[src/rtl/timer_pkg.sv]
// Shared definitions for the timer scheduler: timer register map, CTRL bit layout,
// scheduler FSM states and the timer bus write beat.
package timer_pkg;

  localparam logic [3:0] REG_CTRL   = 4'h0;
  localparam logic [3:0] REG_LOAD   = 4'h4;
  localparam logic [3:0] REG_VALUE  = 4'h8;
  localparam logic [3:0] REG_STATUS = 4'hC;

  localparam int CTRL_EN       = 0;
  localparam int CTRL_MODE     = 1;
  localparam int CTRL_PRESC_EN = 2;
  localparam int CTRL_DIV_LSB  = 8;
  localparam int CTRL_DIV_MSB  = 15;

  typedef enum logic [2:0] {
    IDLE, ARB, WR_LOAD, WR_CTRL, WAIT, CLR, DIS, DONE
  } state_e;

  typedef struct packed {
    logic        sel;
    logic        we;
    logic [3:0]  addr;
    logic [31:0] wdata;
  } timer_wr_t;

  // Mode bit is always 0: every job is a one-shot countdown.
  function automatic logic [31:0] ctrl_word(input logic en, input logic presc_en,
                                            input logic [7:0] div);
    logic [31:0] w;
    w = '0;
    w[CTRL_EN]                   = en;
    w[CTRL_MODE]                 = 1'b0;
    w[CTRL_PRESC_EN]             = presc_en;
    w[CTRL_DIV_MSB:CTRL_DIV_LSB] = div;
    return w;
  endfunction

endpackage

[src/rtl/rr_arbiter.sv]
// Combinational round-robin picker: first asserted request after last_i, wrapping.
// The caller owns and updates the last-grant pointer.
module rr_arbiter #(
  parameter int N_REQ = 4,
  parameter int IDX_W = 2
) (
  input  logic [N_REQ-1:0] req_i,
  input  logic [IDX_W-1:0] last_i,
  output logic [N_REQ-1:0] grant_o,
  output logic             valid_o
);

  logic [IDX_W-1:0] idx;

  always_comb begin
    grant_o = '0;
    valid_o = 1'b0;
    idx     = '0;
    for (int k = 1; k <= N_REQ; k++) begin
      idx = IDX_W'((int'(last_i) + k) % N_REQ);
      if (!valid_o && req_i[idx]) begin
        grant_o[idx] = 1'b1;
        valid_o      = 1'b1;
      end
    end
  end

endmodule

[src/rtl/timer_sched.sv]
// Round-robin scheduler that time-shares one memory-mapped one-shot timer between
// N_REQ clients, programming it over its register port and pulsing done on expiry.
module timer_sched
  import timer_pkg::*;
#(
  parameter int         N_REQ     = 4,
  parameter bit         PRESC_EN  = 1'b0,
  parameter logic [7:0] PRESC_DIV = 8'd0
) (
  input  logic                  clk,
  input  logic                  resetn,
  input  logic [N_REQ-1:0]      req,
  input  logic [32*N_REQ-1:0]   req_delay,
  output logic [N_REQ-1:0]      done,
  output logic                  busy,
  output logic [2:0]            grant_id,
  output logic                  t_sel,
  output logic                  t_we,
  output logic [3:0]            t_addr,
  output logic [31:0]           t_wdata,
  input  logic                  t_irq
);

  localparam int IDX_W = (N_REQ > 1) ? $clog2(N_REQ) : 1;

  state_e                  state_q, state_d;
  logic [IDX_W-1:0]        grant_q, grant_d, last_q, last_d, gnt_idx;
  logic [31:0]             dly_q, dly_d;
  logic                    cancel_q, cancel_d;
  logic [N_REQ-1:0]        gnt_oh;
  logic                    arb_vld;
  logic                    req_own;
  logic [N_REQ-1:0][31:0]  dly_vec;
  timer_wr_t               wr;

  assign dly_vec = req_delay;
  assign req_own = req[grant_q];

  rr_arbiter #(.N_REQ(N_REQ), .IDX_W(IDX_W)) u_arb (
    .req_i   (req),
    .last_i  (last_q),
    .grant_o (gnt_oh),
    .valid_o (arb_vld)
  );

  always_comb begin
    gnt_idx = '0;
    for (int i = 0; i < N_REQ; i++)
      if (gnt_oh[i]) gnt_idx = IDX_W'(i);
  end

  always_ff @(posedge clk or negedge resetn) begin
    if (!resetn) begin
      state_q  <= IDLE;
      grant_q  <= '0;
      last_q   <= IDX_W'(N_REQ - 1);
      dly_q    <= '0;
      cancel_q <= 1'b0;
    end else begin
      state_q  <= state_d;
      grant_q  <= grant_d;
      last_q   <= last_d;
      dly_q    <= dly_d;
      cancel_q <= cancel_d;
    end
  end

  always_comb begin
    state_d  = state_q;
    grant_d  = grant_q;
    last_d   = last_q;
    dly_d    = dly_q;
    cancel_d = cancel_q;
    case (state_q)
      IDLE: begin
        cancel_d = 1'b0;
        if (|req) state_d = ARB;
      end
      ARB: begin
        if (arb_vld) begin
          grant_d = gnt_idx;
          last_d  = gnt_idx;
          dly_d   = dly_vec[gnt_idx];
          // A zero load never times out, so skip the timer entirely.
          state_d = (dly_vec[gnt_idx] == 32'd0) ? DONE : WR_LOAD;
        end else begin
          state_d = IDLE;
        end
      end
      WR_LOAD, WR_CTRL: begin
        if (!req_own) begin
          cancel_d = 1'b1;
          state_d  = CLR;
        end else begin
          state_d = (state_q == WR_LOAD) ? WR_CTRL : WAIT;
        end
      end
      WAIT: begin
        // Expiry beats a same-cycle cancel.
        if (t_irq) state_d = CLR;
        else if (!req_own) begin
          cancel_d = 1'b1;
          state_d  = CLR;
        end
      end
      CLR:     state_d = DIS;
      DIS:     state_d = cancel_q ? IDLE : DONE;
      DONE:    state_d = IDLE;
      default: state_d = IDLE;
    endcase
  end

  always_comb begin
    wr = '0;
    case (state_q)
      WR_LOAD: wr = '{sel: 1'b1, we: 1'b1, addr: REG_LOAD,   wdata: dly_q};
      WR_CTRL: wr = '{sel: 1'b1, we: 1'b1, addr: REG_CTRL,
                      wdata: ctrl_word(1'b1, PRESC_EN, PRESC_DIV)};
      CLR:     wr = '{sel: 1'b1, we: 1'b1, addr: REG_STATUS, wdata: 32'h1};
      // Disabling guarantees an EN rising edge (fresh load) on the next job.
      DIS:     wr = '{sel: 1'b1, we: 1'b1, addr: REG_CTRL,   wdata: 32'h0};
      default: wr = '0;
    endcase
  end

  assign t_sel   = wr.sel;
  assign t_we    = wr.we;
  assign t_addr  = wr.addr;
  assign t_wdata = wr.wdata;

  always_comb begin
    done = '0;
    for (int i = 0; i < N_REQ; i++)
      done[i] = (state_q == DONE) && (grant_q == IDX_W'(i));
  end

  assign busy     = (state_q != IDLE);
  assign grant_id = 3'(grant_q);

endmodule

[config.mk]
export PLATFORM = sky130hd
export DESIGN_NAME = timer_sched
export DESIGN_NICKNAME = d
export VERILOG_FILES = /design/src/rtl/timer_pkg.sv /design/src/rtl/rr_arbiter.sv /design/src/rtl/timer_sched.sv
export SDC_FILE = /design/constraint.sdc
export NUM_CORES = 1
export LEC_CHECK = 0
export ABC_AREA = 1
export CORE_MARGIN = 2
export CORE_UTILIZATION = 45
export CTS_CLUSTER_SIZE = 30
export DETAILED_ROUTE_END_ITERATION = 6
export GPL_TIMING_DRIVEN = 0
export PLACE_DENSITY = 0.87
export SYNTH_ARGS = -nofsm -noshare
export SYNTH_HDL_FRONTEND = slang
export SYNTH_HIERARCHICAL = 1
export SYNTH_SLANG_ARGS = --single-unit
[constraint.sdc]
create_clock -name clk -period 7.2 [get_ports clk]
set_clock_uncertainty 0.05 [all_clocks]
set_input_delay 1.44 -clock clk [delete_from_list [all_inputs] [get_ports clk]]
set_output_delay 1.44 -clock clk [all_outputs]
set_load 0.02 [all_outputs]
==> flow_summary.yaml, run 1 <==
layout:
  num-fill-cells: 719
  layout.area.seq_um2: 1000
  layout-area-overhead-vs-synth_pct: 52.0
  final_layout_size_suffix_gt1_share_pct: 6.62
  number_of_inserted_diodes: 0
  finish.net_count: 1002
  multi_input_area_um2: 2230
  finalInstanceArea_um2: 5840
global_routing:
  globalRouteTotalUtil_pct: 30.7
  grt_pass1_wl_um: 22200
  grt_overflow: 0
  first_global_vias: 4590
  antenna_found_initial: 0
  grt_max_degree: 41
routing:
  drc: 0
  wirelength_um: 14100
  avgRoutedWirePerCell_um: 14.6
  drtIter0Drc: 313
  drt-pass1-iter-count: 5
  post_drt_via_cell_ratio: 5.04
  postRouteAntennaNets: 0
  vias: 4869
timing:
  finish_stage_setup_viols: 0
  worst_pin_slew_ns: 0.876
  hold_violation_count_in_the_final_report: 0
  fin_setup_tns_ns: 0
  rsz_0062_raised_after_global_routing: "false"
  fin_crit_ns: 4.33
  timing.slew.headroom_pct: 41.6
  maxSlewViolCount: 0
  timing.final.crit_share_pct: 60.2
  setup_slack_ns: 2.87
  fmax_mhz: 231
synth:
  avgSynthCellArea_um2: 5.70
  netlist_area_um2: 3840
  synthCells: 674
  ys.warnings.count: 6
die:
  core.rowCount: 33
  start_util_pct: 46.6
  floorplan.die_area_um2: 9300
  fp.dieH_um: 96.4
  die_width_um: 96.4
  boundaryPins: 181
  placeableCoreArea_um2: 8260
power_and_ir_drop:
  power.density_nw_per_um2: 559
  cellLeakagePower_uw: 0.00294
  worst_ir_drop_vdd_uv: 390
  total_power_after_layout_uw: 3270
worst_setup_path:
  startpoint: "req[0]"
  path_class: "in -> reg"
  critical_path.max_fanout: 10
  timing.critical_path.from_type: "input pin"
  timing.rr.start: "last_q[0]$_DFFE_PN1P_"
  crit_arrival_ns: 4.45
  worst-endpoint-required_ns: 7.32
  endpoint_type_of_the_worst_setup_path: "flop"
outcome:
  status: "completed"
place:
  dpl-instance-area_um2: 5750
  dp_worst_setup_slack_ns: 2.65
  finalWeightedCongestion: 0.931
  io_buffer_count: 177
  hpwl_um: 11500
clock_tree:
  worstSkewPairLatency_ns: 0.29
  h_tree_levels: 2
  cts_hold_buffers: 0
  post-cts-setup-buffers: 0
  cts.root.buffer_cell: "sky130_fd_sc_hd__clkbuf_8"
  cts-buffers-inserted: 5
  cts.path.max_buffers: 2
  cts_sinks: 40
  post_cts.resized_instances: 0
  tritoncts: "built"
  clk_pin_slew_worst_paths_ns: 0.08
min_path:
  min-delay-path-class: "reg -> reg"
  min_from: "dly_q[4]$_DFFE_PN0P_"
flow_run:
  cap_viol_max_count: 0
==> flip-flops by register name, summed over array words and instances (netlist names) <==
register  flops
cancel_q      1
grant_q       2
last_q        2
state_q       3
dly_q        32
==> per-stage QoR <==
| stage | std cells | hold WS [ns] | util [%] |
|---|---|---|---|
| 2_1_floorplan | 676 | 0.403 | - |
| 3_3_place_gp | 958 | 0.419 | 69.7 |
| 3_5_place_dp | 958 | 0.428 | 69.6 |
| 4_1_cts | 966 | 0.446 | 70.8 |
| 5_1_grt | 966 | 0.505 | 70.8 |
| 6_report | 966 | 0.451 | 70.8 |
==> path summary, 6_finish.rpt <==
kind,end,cells after the start,slack (ns)
hold / removal,dly_q[4]$_DFFE_PN0P_,2,0.45
setup / recovery,state_q[2]$_DFFE_PN0P_,18,2.87
hold reg to reg,dly_q[4]$_DFFE_PN0P_,2,0.45
setup reg to reg,state_q[2]$_DFFE_PN0P_,18,3.38
max in group asynchronous,dly_q[22]$_DFFE_PN0P_,1,5.34
min in group asynchronous,dly_q[30]$_DFFE_PN0P_,1,1.21
==> worst max-delay path: stages <==
cell and delay, ns:
sky130_fd_sc_hd__clkdlybuf4s50_1 0.57, sky130_fd_sc_hd__nand2_1 0.14, sky130_fd_sc_hd__nand2_1 0.09, sky130_fd_sc_hd__nand2_1 0.05, sky130_fd_sc_hd__nand2_1 0.14, sky130_fd_sc_hd__nand3_2 0.12, sky130_fd_sc_hd__nor2_1 0.11, sky130_fd_sc_hd__nor2_1 0.05
sky130_fd_sc_hd__nand2_1 0.18, sky130_fd_sc_hd__buf_2 0.27, sky130_fd_sc_hd__buf_2 0.28, sky130_fd_sc_hd__o21ai_0 0.12, sky130_fd_sc_hd__o21ai_0 0.47, sky130_fd_sc_hd__nor2_1 0.09, sky130_fd_sc_hd__nand2_1 0.09, sky130_fd_sc_hd__nor2_1 0.04
sky130_fd_sc_hd__nand3_1 0.11, sky130_fd_sc_hd__nand3_1 0.09
==> where the power goes <==
part           internal [uW]  switching, uW  leakage, uW
Combinational            912           1800      0.00240
Sequential               344           61.1     0.000486
Clock                   76.4           77.7    0.0000510
==> cells in the final DEF, fill, tap and decap left out, types with 3 or more instances in the layout <==
cell / n
sky130_fd_sc_hd__conb_1: 3
sky130_fd_sc_hd__nor2_1: 134
sky130_fd_sc_hd__buf_1: 3
sky130_fd_sc_hd__o21ai_0: 46
sky130_fd_sc_hd__nand2_1: 200
sky130_fd_sc_hd__a21oi_1: 6
sky130_fd_sc_hd__nand2_4: 3
sky130_fd_sc_hd__nand3b_1: 17
sky130_fd_sc_hd__o21ai_1: 6
sky130_fd_sc_hd__inv_1: 107
sky130_fd_sc_hd__clkdlybuf4s50_1: 176
sky130_fd_sc_hd__nor3_1: 5
sky130_fd_sc_hd__nand3_1: 39
sky130_fd_sc_hd__nand2_2: 4
sky130_fd_sc_hd__a31oi_1: 3
sky130_fd_sc_hd__inv_2: 3
sky130_fd_sc_hd__buf_4: 10
sky130_fd_sc_hd__clkbuf_1: 6
sky130_fd_sc_hd__buf_2: 15
sky130_fd_sc_hd__ha_1: 7
sky130_fd_sc_hd__clkbuf_8: 6
sky130_fd_sc_hd__or2_2: 4
sky130_fd_sc_hd__dfrtp_1: 38
==> cell type report <==
class	instances	area share [%]
flip-flops and latches	40	17.2
inverters	111	7.13
plain buffers	35	3.45
multi-input cells	490	38.2
clock inverters	2	0.171
repair buffers	177	30.2
clock buffers	6	1.41
well taps	105	2.25
==> routing by layer <==
layer  track usage, %  part of all wire [%]  up-vias
met5                0                     0        -
met3             5.04                   8.6       26
met4             10.1                   2.1        0
met2             49.6                    47      246
li1                 -                     -     2400
met1             41.9                    42     2197
No activity file was read; power rests on OpenSTA's default activity.
==> inputs of run 2 (changes only) <==
- CORE_UTILIZATION: 45 -> 42
- PLACE_DENSITY: 0.87 -> 0.82
- clock period: 7.2 -> 4.5 ns (I/O delays scaled with it)
==> flow_summary.yaml, run 2 (synthesized netlist as in run 1, its figures left out) <==
layout:
  layout-area-overhead-vs-synth_pct: 53.1
  number_of_inserted_diodes: 0
  num-fill-cells: 808
  finalInstanceArea_um2: 5890
  largest_register_ffs: 32
  layout.cells.non_filler: 969
  largestRegisters: "dly_q x32, state_q x3"
  layout_common_cells: "sky130_fd_sc_hd__nand2_1 (200), sky130_fd_sc_hd__clkdlybuf4s50_1 (176), sky130_fd_sc_hd__nor2_1 (134)"
  final_layout_size_suffix_gt1_share_pct: 6.50
  layout_commonest_cell: "sky130_fd_sc_hd__nand2_1"
  max_flop_register: "dly_q"
  finish.net_count: 1002
timing:
  fin_setup_tns_ns: 0
  hold_violation_count_in_the_final_report: 0
  timing.slew.headroom_pct: 42.0
  fin_crit_ns: 3.73
  timing.final.crit_share_pct: 82.8
  setup_slack_ns: 0.772
  fmax_mhz: 268
  finish_stage_setup_viols: 0
  maxSlewViolCount: 0
  rsz_0062_raised_after_global_routing: "false"
  worst_pin_slew_ns: 0.871
place:
  dp_worst_setup_slack_ns: 0.515
  finalWeightedCongestion: 0.930
  dpl-instance-area_um2: 5750
  hpwl_um: 11700
  place_inst: 961
  io_buffer_count: 177
clock_tree:
  post-cts-setup-buffers: 0
  cts.path.max_buffers: 2
  post_cts.resized_instances: 0
  cts-buffers-inserted: 5
  tritoncts: "built"
  clk_pin_slew_worst_paths_ns: 0.08
  cts_hold_buffers: 0
  worstSkewPairLatency_ns: 0.30
  h_tree_levels: 2
  cts_sinks: 40
  cts.root.buffer_cell: "sky130_fd_sc_hd__clkbuf_8"
global_routing:
  grt_max_degree: 41
  first_global_vias: 4716
  grt_pass1_wl_um: 22600
  globalRouteTotalUtil_pct: 28.6
  antenna_found_initial: 0
  grt_overflow: 0
routing:
  drt-pass1-iter-count: 5
  postRouteAntennaNets: 0
  avgRoutedWirePerCell_um: 14.7
  drc: 0
  drtIter0Drc: 357
  vias: 4842
  wirelength_um: 14200
  post_drt_via_cell_ratio: 5.00
die:
  placeableCoreArea_um2: 8810
  start_util_pct: 43.7
  core.rowCount: 34
  boundaryPins: 181
  die_width_um: 99.7
  fp.dieH_um: 99.7
  floorplan.die_area_um2: 9940
worst_setup_path:
  critical_path.max_fanout: 10
  timing.critical_path.from_type: "input pin"
  startpoint: "req[0]"
  timing.reg2reg.worst_path_depth: 18
  timing.rr.start: "last_q[0]$_DFFE_PN1P_"
  cp.buffers_inverters: 2
  crit_slowest_cell: "sky130_fd_sc_hd__clkdlybuf4s50_1"
  endpoint_type_of_the_worst_setup_path: "flop"
  worst-endpoint-required_ns: 4.63
  crit-reg2reg-capture: "state_q[2]$_DFFE_PN0P_"
  cpLargestDelayFamily: "simple AND/OR/NAND/NOR gates"
  crit_arrival_ns: 3.86
  path_class: "in -> reg"
  critical_path.max_stage_delay_ns: 0.49
  crit_chain: "clkdlybuf4s50_1, nand2_1, nand2_1, nand2_1, nand2_1, nand3_2, nor2_1, nor2_1, nand2_1, nor2_1, clkbuf_1, o21ai_0, o21ai_1, nor2_1, nand2_1, nor2_1, nand3_1, nand3_1"
  worst_path_most_repeated_cell: "sky130_fd_sc_hd__nand2_1"
  reg2reg_setup_slack_ns: 0.77
min_path:
  holdPathStages: 2
  min-delay-path-class: "reg -> reg"
  whs_endpoint: "dly_q[4]$_DFFE_PN0P_"
  min_from: "dly_q[4]$_DFFE_PN0P_"
power_and_ir_drop:
  worst_ir_drop_vdd_uv: 579
  power.density_nw_per_um2: 907
  cellLeakagePower_uw: 0.00295
flow_run:
  cap_viol_max_count: 0
outcome:
  status: "completed"
## run 2: final cells by class
class                      instances  area (um2)  area share [%]
buffer                            35         201            3.42
clock inverter                     2        60.1            1.02
sequential                        40        1000            17.0
clock buffer                       6        72.6            1.23
tap                              108         135            2.30
inverter                         111         417            7.08
timing repair buffer             177        1770            30.0
multi-input combinational        490        2230            37.9
## run 2: worst reg2reg max path, stage by stage (launching register included)
cell and delay, ns:
sky130_fd_sc_hd__dfstp_2 0.66, sky130_fd_sc_hd__inv_2 0.15, sky130_fd_sc_hd__ha_1 0.38, sky130_fd_sc_hd__inv_1 0.10, sky130_fd_sc_hd__nand3_1 0.09, sky130_fd_sc_hd__nand2_1 0.12, sky130_fd_sc_hd__nand3_2 0.11, sky130_fd_sc_hd__nor2_1 0.04
sky130_fd_sc_hd__nor2_1 0.11, sky130_fd_sc_hd__nand2_1 0.16, sky130_fd_sc_hd__nor2_1 0.20, sky130_fd_sc_hd__clkbuf_1 0.44, sky130_fd_sc_hd__o21ai_0 0.17, sky130_fd_sc_hd__o21ai_1 0.37, sky130_fd_sc_hd__nor2_1 0.09, sky130_fd_sc_hd__nand2_1 0.08
sky130_fd_sc_hd__nor2_1 0.05, sky130_fd_sc_hd__nand3_1 0.14, sky130_fd_sc_hd__nand3_1 0.09
## run 2: how the worst max path moves through the flow
stage	cells after the start	slack (ns)	endpoint
finish	18	0.77	state_q[2]$_DFFE_PN0P_
CTS	18	0.81	state_q[2]$_DFFE_PN0P_
global route	18	0.45	state_q[2]$_DFFE_PN0P_
floorplan	18	1.62	state_q[2]$_DFFE_PN0P_
global placement	18	0.56	state_q[2]$_DFFE_PN0P_
detailed placement	18	0.52	state_q[2]$_DFFE_PN0P_
## run 2: power breakdown
group          total [uW]  internal (uW)  leakage, uW  switching [uW]
Clock                 347            222    0.0000654             125
Sequential            647            551     0.000486            95.8
Combinational        4340           1460      0.00240            2890
Total                5340           2230      0.00295            3110
## run 2: per-layer routing
layer	wire length, um	track usage [%]	vias up
met4	241	8.64	0
met5	0	0	-
met1	5990	37.6	2185
met2	6910	49.1	236
li1	-	-	2400
met3	1080	3.65	21
## run 2: metrics by stage
step                      hold WS (ns)  utilization [%]  power, uW
after global routing             0.474             66.9       5880
after CTS                        0.443             66.9       5260
after floorplan                  0.403                -       3560
after global placement           0.417             65.4       4810
after detailed placement         0.426             65.3       4900
final                            0.445             66.9       5340
